**src/rtl/alu_exec_unit_pkg.sv**
```systemverilog
// Shared types and sizing for the integer ALU execution unit.
// Imported by the issue interface, the ALU lane and the top.
package alu_exec_unit_pkg;

   localparam int DISPATCH_WIDTH       = 2;
   localparam int PHYS_REGS_ADDR_WIDTH = 6;

   typedef enum logic [3:0] {
      ALU_ADD  = 4'd0,
      ALU_SUB  = 4'd1,
      ALU_AND  = 4'd2,
      ALU_OR   = 4'd3,
      ALU_XOR  = 4'd4,
      ALU_SLL  = 4'd5,
      ALU_SRL  = 4'd6,
      ALU_SRA  = 4'd7,
      ALU_SLT  = 4'd8,
      ALU_SLTU = 4'd9
   } alu_cmd_t;

   typedef enum logic [0:0] {
      OP_REG = 1'b0,
      OP_IMM = 1'b1
   } op_type_t;

   typedef struct packed {
      logic                            valid;
      logic [PHYS_REGS_ADDR_WIDTH-1:0] phys_rd;
      logic [31:0]                     data;
   } wb_t;

   typedef struct packed {
      alu_cmd_t                        cmd;
      logic [31:0]                     op1;
      op_type_t                        op2_type;
      logic [31:0]                     op2;
      logic [PHYS_REGS_ADDR_WIDTH-1:0] phys_rd;
   } ex_t;

   function automatic logic [31:0] popcount(
      input logic [DISPATCH_WIDTH-1:0] v
   );
      logic [31:0] n;
      n = '0;
      for (int i = 0; i < DISPATCH_WIDTH; i++)
         n = n + 32'(v[i]);
      return n;
   endfunction

endpackage

```
**src/rtl/alu_exec_unit_if.sv**
```systemverilog
// Issue-queue to executer handshake: one op slot per dispatch lane.
// No backpressure, so only a producer and a consumer view exist.
interface isqIssueIf;
   import alu_exec_unit_pkg::*;

   logic     [DISPATCH_WIDTH-1:0]                           valid;
   alu_cmd_t [DISPATCH_WIDTH-1:0]                           alu_cmd;
   logic     [DISPATCH_WIDTH-1:0][31:0]                     op1;
   op_type_t [DISPATCH_WIDTH-1:0]                           op2_type;
   logic     [DISPATCH_WIDTH-1:0][31:0]                     op2;
   logic     [DISPATCH_WIDTH-1:0][PHYS_REGS_ADDR_WIDTH-1:0] phys_rd;

   modport in (
      input valid, alu_cmd, op1, op2_type, op2, phys_rd
   );

   modport out (
      output valid, alu_cmd, op1, op2_type, op2, phys_rd
   );

endinterface

```
**src/rtl/alu_exec_unit_alu_lane.sv**
```systemverilog
// Purely combinational integer ALU for one execution lane.
// Unknown command encodings yield zero.
module alu_lane
   import alu_exec_unit_pkg::*;
(
   input  logic [3:0]  cmd,
   input  logic [31:0] op1,
   input  logic [31:0] op2,
   output logic [31:0] result
);

   logic [4:0] sh;

   assign sh = op2[4:0];

   always_comb begin
      result = '0;
      unique case (cmd)
         ALU_ADD:  result = op1 + op2;
         ALU_SUB:  result = op1 - op2;
         ALU_AND:  result = op1 & op2;
         ALU_OR:   result = op1 | op2;
         ALU_XOR:  result = op1 ^ op2;
         ALU_SLL:  result = op1 << sh;
         ALU_SRL:  result = op1 >> sh;
         ALU_SRA:  result = $signed(op1) >>> sh;
         ALU_SLT:  result = {31'b0, $signed(op1) < $signed(op2)};
         ALU_SLTU: result = {31'b0, op1 < op2};
         default:  result = '0;
      endcase
   end

endmodule

```
**src/rtl/alu_exec_unit.sv**
```systemverilog
// Integer execution unit: per lane EX and WB registers around an ALU,
// an EX-stage bypass, a pipeline-wide flush and a writeback counter.
module alu_exec_unit
   import alu_exec_unit_pkg::*;
(
   input  logic                clk,
   input  logic                rst_n,
   isqIssueIf.in               issue,
   input  logic                flush,
   output logic [DISPATCH_WIDTH-1:0]                           byp_valid,
   output logic [DISPATCH_WIDTH-1:0][PHYS_REGS_ADDR_WIDTH-1:0] byp_phys_rd,
   output logic [DISPATCH_WIDTH-1:0][31:0]                     byp_data,
   output logic [DISPATCH_WIDTH-1:0]                           wb_valid,
   output logic [DISPATCH_WIDTH-1:0][PHYS_REGS_ADDR_WIDTH-1:0] wb_phys_rd,
   output logic [DISPATCH_WIDTH-1:0][31:0]                     wb_data,
   output logic [31:0]                                         exec_count
);

   logic [DISPATCH_WIDTH-1:0] ex_valid;
   ex_t  [DISPATCH_WIDTH-1:0] ex_q;
   wb_t  [DISPATCH_WIDTH-1:0] wb_q;
   logic [31:0]               alu_res [DISPATCH_WIDTH];

   for (genvar i = 0; i < DISPATCH_WIDTH; i++) begin : g_lane
      alu_lane u_alu (
         .cmd    (ex_q[i].cmd),
         .op1    (ex_q[i].op1),
         .op2    (ex_q[i].op2),
         .result (alu_res[i])
      );

      // op2_type is carried only for debug visibility
      always_comb begin
         if (rst_n && ex_valid[i])
            assert (!$isunknown(ex_q[i]));
      end
   end

   always_ff @(posedge clk or negedge rst_n) begin
      if (!rst_n) begin
         ex_valid   <= '0;
         ex_q       <= '0;
         wb_q       <= '0;
         exec_count <= '0;
      end else begin
         exec_count <= exec_count + popcount(wb_valid);
         for (int i = 0; i < DISPATCH_WIDTH; i++) begin
            ex_valid[i]   <= issue.valid[i] & ~flush;
            wb_q[i].valid <= ex_valid[i] & ~flush;
            // payloads only move with a valid op to save toggles
            if (issue.valid[i] && !flush) begin
               ex_q[i] <= '{
                  cmd:      issue.alu_cmd[i],
                  op1:      issue.op1[i],
                  op2_type: issue.op2_type[i],
                  op2:      issue.op2[i],
                  phys_rd:  issue.phys_rd[i]
               };
            end
            if (ex_valid[i]) begin
               wb_q[i].phys_rd <= ex_q[i].phys_rd;
               wb_q[i].data    <= alu_res[i];
            end
         end
      end
   end

   always_comb begin
      for (int i = 0; i < DISPATCH_WIDTH; i++) begin
         byp_valid[i]   = ex_valid[i];
         byp_phys_rd[i] = ex_q[i].phys_rd;
         byp_data[i]    = alu_res[i];
         wb_valid[i]    = wb_q[i].valid;
         wb_phys_rd[i]  = wb_q[i].phys_rd;
         wb_data[i]     = wb_q[i].data;
      end
   end

endmodule
```
**src/flat_wrapper.sv**
```systemverilog
// flat-port wrapper written by rule: the top's interface ports become plain ports
module alu_exec_unit_flat import alu_exec_unit_pkg::*;
  (clk, rst_n, flush, byp_valid, byp_phys_rd, byp_data, wb_valid, wb_phys_rd, wb_data, exec_count, issue_valid, issue_alu_cmd, issue_op1, issue_op2_type, issue_op2, issue_phys_rd);
  isqIssueIf issue_i ();
  input  logic clk;
  input  logic rst_n;
  input  logic flush;
  output logic [DISPATCH_WIDTH-1:0] byp_valid;
  output logic [DISPATCH_WIDTH-1:0][PHYS_REGS_ADDR_WIDTH-1:0] byp_phys_rd;
  output logic [DISPATCH_WIDTH-1:0][31:0] byp_data;
  output logic [DISPATCH_WIDTH-1:0] wb_valid;
  output logic [DISPATCH_WIDTH-1:0][PHYS_REGS_ADDR_WIDTH-1:0] wb_phys_rd;
  output logic [DISPATCH_WIDTH-1:0][31:0] wb_data;
  output logic [31:0] exec_count;
  input wire logic [$bits(issue_i.valid)-1:0] issue_valid;
  input wire logic [$bits(issue_i.alu_cmd)-1:0] issue_alu_cmd;
  input wire logic [$bits(issue_i.op1)-1:0] issue_op1;
  input wire logic [$bits(issue_i.op2_type)-1:0] issue_op2_type;
  input wire logic [$bits(issue_i.op2)-1:0] issue_op2;
  input wire logic [$bits(issue_i.phys_rd)-1:0] issue_phys_rd;
  assign issue_i.valid = issue_valid;
  assign issue_i.alu_cmd = issue_alu_cmd;
  assign issue_i.op1 = issue_op1;
  assign issue_i.op2_type = issue_op2_type;
  assign issue_i.op2 = issue_op2;
  assign issue_i.phys_rd = issue_phys_rd;
  alu_exec_unit u_core (.clk(clk), .rst_n(rst_n), .issue(issue_i), .flush(flush), .byp_valid(byp_valid), .byp_phys_rd(byp_phys_rd), .byp_data(byp_data), .wb_valid(wb_valid), .wb_phys_rd(wb_phys_rd), .wb_data(wb_data), .exec_count(exec_count));
endmodule
```
**config.mk**
```make
export PLATFORM = sky130hd
export DESIGN_NAME = alu_exec_unit_flat
export DESIGN_NICKNAME = d
export VERILOG_FILES = /design/src/rtl/alu_exec_unit_pkg.sv /design/src/rtl/alu_exec_unit_if.sv /design/src/rtl/alu_exec_unit_alu_lane.sv /design/src/rtl/alu_exec_unit.sv /design/src/flat_wrapper.sv
export SDC_FILE = /design/constraint.sdc
export NUM_CORES = 1
export LEC_CHECK = 0
export BUFFER_PORTS_ARGS = -buffer_cell sky130_fd_sc_hd__buf_2
export CAP_MARGIN = 25
export CORE_MARGIN = 4
export CORE_UTILIZATION = 45
export DETAILED_ROUTE_END_ITERATION = 16
export SLEW_MARGIN = 20
export SYNTH_ARGS = -nofsm -noshare
export SYNTH_HDL_FRONTEND = slang
export SYNTH_HIERARCHICAL = 1
export SYNTH_SLANG_ARGS = --single-unit
```
**constraint.sdc**
```tcl
create_clock -name clk -period 6.27 [get_ports clk]
set_clock_uncertainty 0.15 [all_clocks]
set_input_delay 1.254 -clock clk [delete_from_list [all_inputs] [get_ports clk]]
set_output_delay 1.254 -clock clk [all_outputs]
set_load 0.005 [all_outputs]
```
# == After elaboration in Yosys (flattened, before gate mapping) ==
# Cells that the tools add are included.
# totals
register_bits,260
input_bits,155
output_inout_bits,188
wordCells,68
# classes
addsub,6
n_lt_le_gt_ge,4
eq_ne,18
shift,6
n_mux,2
n_bitwise,11
reduce_logical,5
# op_table
op,n
$pmux 32 s10,2
$lt 32x32->1,4
$add 32x32->32,3
$and 32x32->32,2
$or 32x32->32,2
$shl 32x5->32,2
$shr 32x5->32,2
$sshr 32x5->32,2
$sub 32x32->32,2
$xor 32x32->32,2
$eq 4x3->1 const B,8
$eq 4x2->1 const B,4
$eq 4x4->1 const B,4
$eq 4x1->1 const B,2
$logic_not 4->1,2
$and 1x1->1,4
$add 1x1->2,1
$logic_and 1x1->1,2
$logic_not 1->1,1
$not 1->1,1

# == Longest topological paths before layout ==
# depth
word_depth,2
depth_mapped,15
ltp_nobuf,13

# == Modules after synthesis ==
# The synthesis kept the hierarchy.
# by_module_without_submodules
mod,instances,cells_per_inst,area_per_inst_um2,seq_area_each_um2
alu_lane,2,1231,8280.4,0.0
alu_exec_unit,1,622,9953.3,6506.2

# == Worst setup path before layout ==
# No wires, ideal clock.
# synth_timing
path_kind,register -> output
from,reg u_core/ex_q[7] in the netlist's numbering
to,out byp_data[25] in the netlist's numbering
arrival_ns,3.613
required_time_ns,4.866
setup_slack_ns,1.253
path_stages_with_launch,15
n_path_buf,3
cell_sequence,dfrtp_1 -> buf_2 -> inv_2 -> buf_2 -> buf_1 -> ha_1 -> o21ba_1 -> or4_4 -> a31oi_1 -> nor4b_2 -> o21ai_2 -> a31oi_1 -> or4_1 -> a21oi_1 -> a211o_1
# synth_rtl
item,line,rtl
from (decl),alu_exec_unit.sv:20,ex_t [DISPATCH_WIDTH-1:0] ex_q;
"from (signal, indexed assignment)",alu_exec_unit.sv:52,ex_q[i] <= '{
to (decl),flat_wrapper.sv:10,output logic [DISPATCH_WIDTH-1:0][31:0] byp_data;

==> metrics.yaml <==
global_routing:
  grtUsageMet3: 0.03776
  gr-max-usage-layer: "met2"
  grt_start_max_net_pins: 146
  grt_pass1_wl_um: 164500
  track_usage: 0.3354
  grt_overflow: 0
  gr-usage-met2: 0.5768
  grt_antenna_before_repair: 6
  use_met1: 0.4290
  first_global_vias: 25718
synth:
  synthDistinctLibCells: 80
  ys.flop_type: "dfrtp_1"
  synth_top_area_frac: 0.2454
  syn_inst: 3084
  async_reset_ff_frac: 1.000
  synth_area_leaders: "dfrtp_1 (25%), mux2_2 (10%), ha_1 (9.3%)"
  syn_nets: 3441
  avgSynthCellArea_um2: 8.597
  syn_area_mm2: 0.02651
  synth_top_cell_by_area: "dfrtp_1"
  ys_warn_count: 6
  synth_edf_count: 0
  synth_seq_cells: 260
  seq_area_frac_synth: 0.2454
critical_path:
  r2r-end: "u_core/wb_data[56]$_DFFE_PN0P_"
  worst-r2r-cell-count: 12
  cp_data_arrival_time_ps: 4690
  setup.worst_path.class: "flop to output pin"
  ff2ff_setup_slack_ps: 1940
  critPathLaunchType: "flop"
  cp.required_ps: 4870
  r2r_start: "u_core/ex_q[81]$_DFFE_PN0P_"
  crit_fanout: 14
  end_kind: "output pin"
min_path:
  holdPathStages: 1
  holdCritStartpoint: "u_core/exec_count[31]$_DFF_PN0_"
  hp-class: "flop to flop"
  hold_end: "u_core/exec_count[31]$_DFF_PN0_"
layout:
  area_delta_synth_final_pct: 12.96
  multiInputGateArea_mm2: 0.01827
  stdcell_count: 4098
  register_area_mm2: 0.006524
  final_nets: 3663
  layout_commonest_cell: "buf_2"
  n_fill_cell: 5622
  final_cell_area_mm2: 0.02995
  fin_util: 0.5162
  final_cell_mix: "buf_2 (339), nor2_1 (262), dfrtp_1 (250), mux2_2 (238), nand2_1 (223)"
  drive_above_1_share: 0.2480
placed_design:
  hpwl_um: 85510
  placed_area_mm2: 0.02887
  portBuffers: 340
  dpl.cell_count: 4037
  gp_congestion: 1.015
clocking:
  htree_levels: 1
  cts_made_buffers: 30
  path_clk_slew_ps: 60
  cts.sinks: 260
  cts_setup_buffers: 0
  clk_path_buf_depth: 3
  tritoncts: "built"
  clk_latency_ps: 610
  cts-root-buf: "clkbuf_16"
route:
  drc: 0
  post_drt_wl_per_cell_um: 26.94
  drt_iter0_markers: 2758
  avgViaCountPerCell: 6.412
  wl_um: 110400
  drtPass1Iterations: 8
  vias: 26278
  antenna_left: 0
power_and_ir_drop:
  vdd.ir_drop.worst_v: 0.0002524
  p_per_area_mw_per_mm2: 327.1
  leakage_uw: 0.01357
sta:
  setup_viol: 0
  relSlewSlack: 0.3215
  finalSetupTns_ps: 0
  hold_viol: 0
  fin_crit_sh: 0.9727
  max_freq_mhz: 164.0
  slew_violations: 0
  finalCriticalPeriod_ps: 6099
  worst_slew_pin_slew_ps: 1008
  rsz0062_at_grt: "no"
die:
  start_util: 0.4569
  die_h_um: 250.7
  core_mm2: 0.05803
  die_x_um: 250.7
  rows: 88
  pin_count: 343
  die-area_mm2: 0.06287
job:
  max-cap-violations: 0
status:
  status: "finished clean"
==> metrics by stage <==
| step | hold slack, ps | setup slack (ps) | total power [uW] |
|---|---|---|---|
| after floorplan | 318.2 | 1253 | 5808 |
| after global placement | 307.0 | 967.9 | 7779 |
| after detailed placement | 327.2 | 931.4 | 7832 |
| after CTS | 341.0 | 273.1 | 9727 |
| after global routing | 350.0 | 108.3 | 10360 |
| final | 329.5 | 171.1 | 9797 |
==> cells by family after synthesis <==
| logic type | share of synthesized area |
|---|---|
| AOI/OAI and AO/OA | 0.2242 |
| xor gates and xnor gates | 0.02312 |
| adders and majority gates | 0.09674 |
| buffers and inverters | 0.06715 |
| DFF | 0.2454 |
| muxes | 0.1989 |
| and+or+nand+nor | 0.1445 |
==> report_power, final <==
part,total (uW),internal [uW],switching (uW)
combinational,5520,2140,3380
clock,1850,1080,766
sequential,2420,2030,394
==> repair_timing <==
action,CTS,global route
hold buffers,0,0
setup endpoints to repair,0,1
gates resized for setup,0,1
==> state kept, by name, indices dropped and copies added (netlist names) <==
name and count:
u_core/ex_q 136, u_core/wb_data 64, u_core/exec_count 32, u_core/byp_phys_rd 12, u_core/wb_phys_rd 12, u_core/byp_valid 2, u_core/wb_valid 2
==> layout make-up <==
type,count,share of cell area
Inverter,199,0.02494
Clock buffer,40,0.02732
Clock inverter,16,0.006935
Multi-Input combinational cell,2391,0.6101
Antenna cell,3,0.0002506
Sequential cell,260,0.2178
Timing Repair Buffer,424,0.08071
Tap cell,765,0.03196
==> per-layer routing <==
metal | wire length (um) | up-vias
li1 | - | 11785
met1 | 43740 | 12999
met5 | 27 | -
met2 | 53370 | 1236
met4 | 5799 | 4
met3 | 7484 | 254
==> cell usage after synthesis (16+ instances only) <==
cell type  instances
a221oi_1          36
mux4_2            68
o211ai_1          54
inv_1            191
buf_2             49
nand2_1          223
nor2_1           262
a21o_1            32
and3_1            18
buf_1             20
xnor2_1           58
a211o_1           26
a31oi_1           24
o22ai_1           22
a211oi_1          44
nor3_1            79
nand2b_1          32
a21oi_1          196
o21bai_1          24
o21ai_0          214
dfrtp_1          260
nand4_1           21
clkbuf_1         142
nand3_1           51
ha_1             197
mux2_2           238
o21a_1            16
nor4_1            18
nor2b_1           30
buf_4             21
mux2i_1          106
or3_1             24
o2111ai_1         20
a22oi_1           26
o31ai_1           28
==> worst max path at each step <==
stage                            startpoint  cells past startpoint  slack (ps)           end
2_1_floorplan    u_core/ex_q[7]$_DFFE_PN0P_                     14        1250  byp_data[25]
3_3_place_gp     u_core/ex_q[6]$_DFFE_PN0P_                     12         970  byp_data[22]
3_5_place_dp     u_core/ex_q[6]$_DFFE_PN0P_                     12         930  byp_data[22]
4_1_cts          u_core/ex_q[6]$_DFFE_PN0P_                     12         270  byp_data[22]
5_1_grt        u_core/ex_q[114]$_DFFE_PN0P_                     13         110  byp_data[56]
6_report        u_core/ex_q[81]$_DFFE_PN0P_                     12         170  byp_data[56]
==> worst max-delay path: stages (launching register included) <==
cell and delay (ps):
dfrtp_4 570, ha_1 250, fa_1 450, o21bai_1 320, a31oi_1 220, a21oi_1 320, o211ai_1 240, o211a_1 370
o31ai_1 290, a22oi_1 120, xnor2_1 140, o21ai_0 580, buf_2 230
No activity file was read; power rests on OpenSTA's default activity.
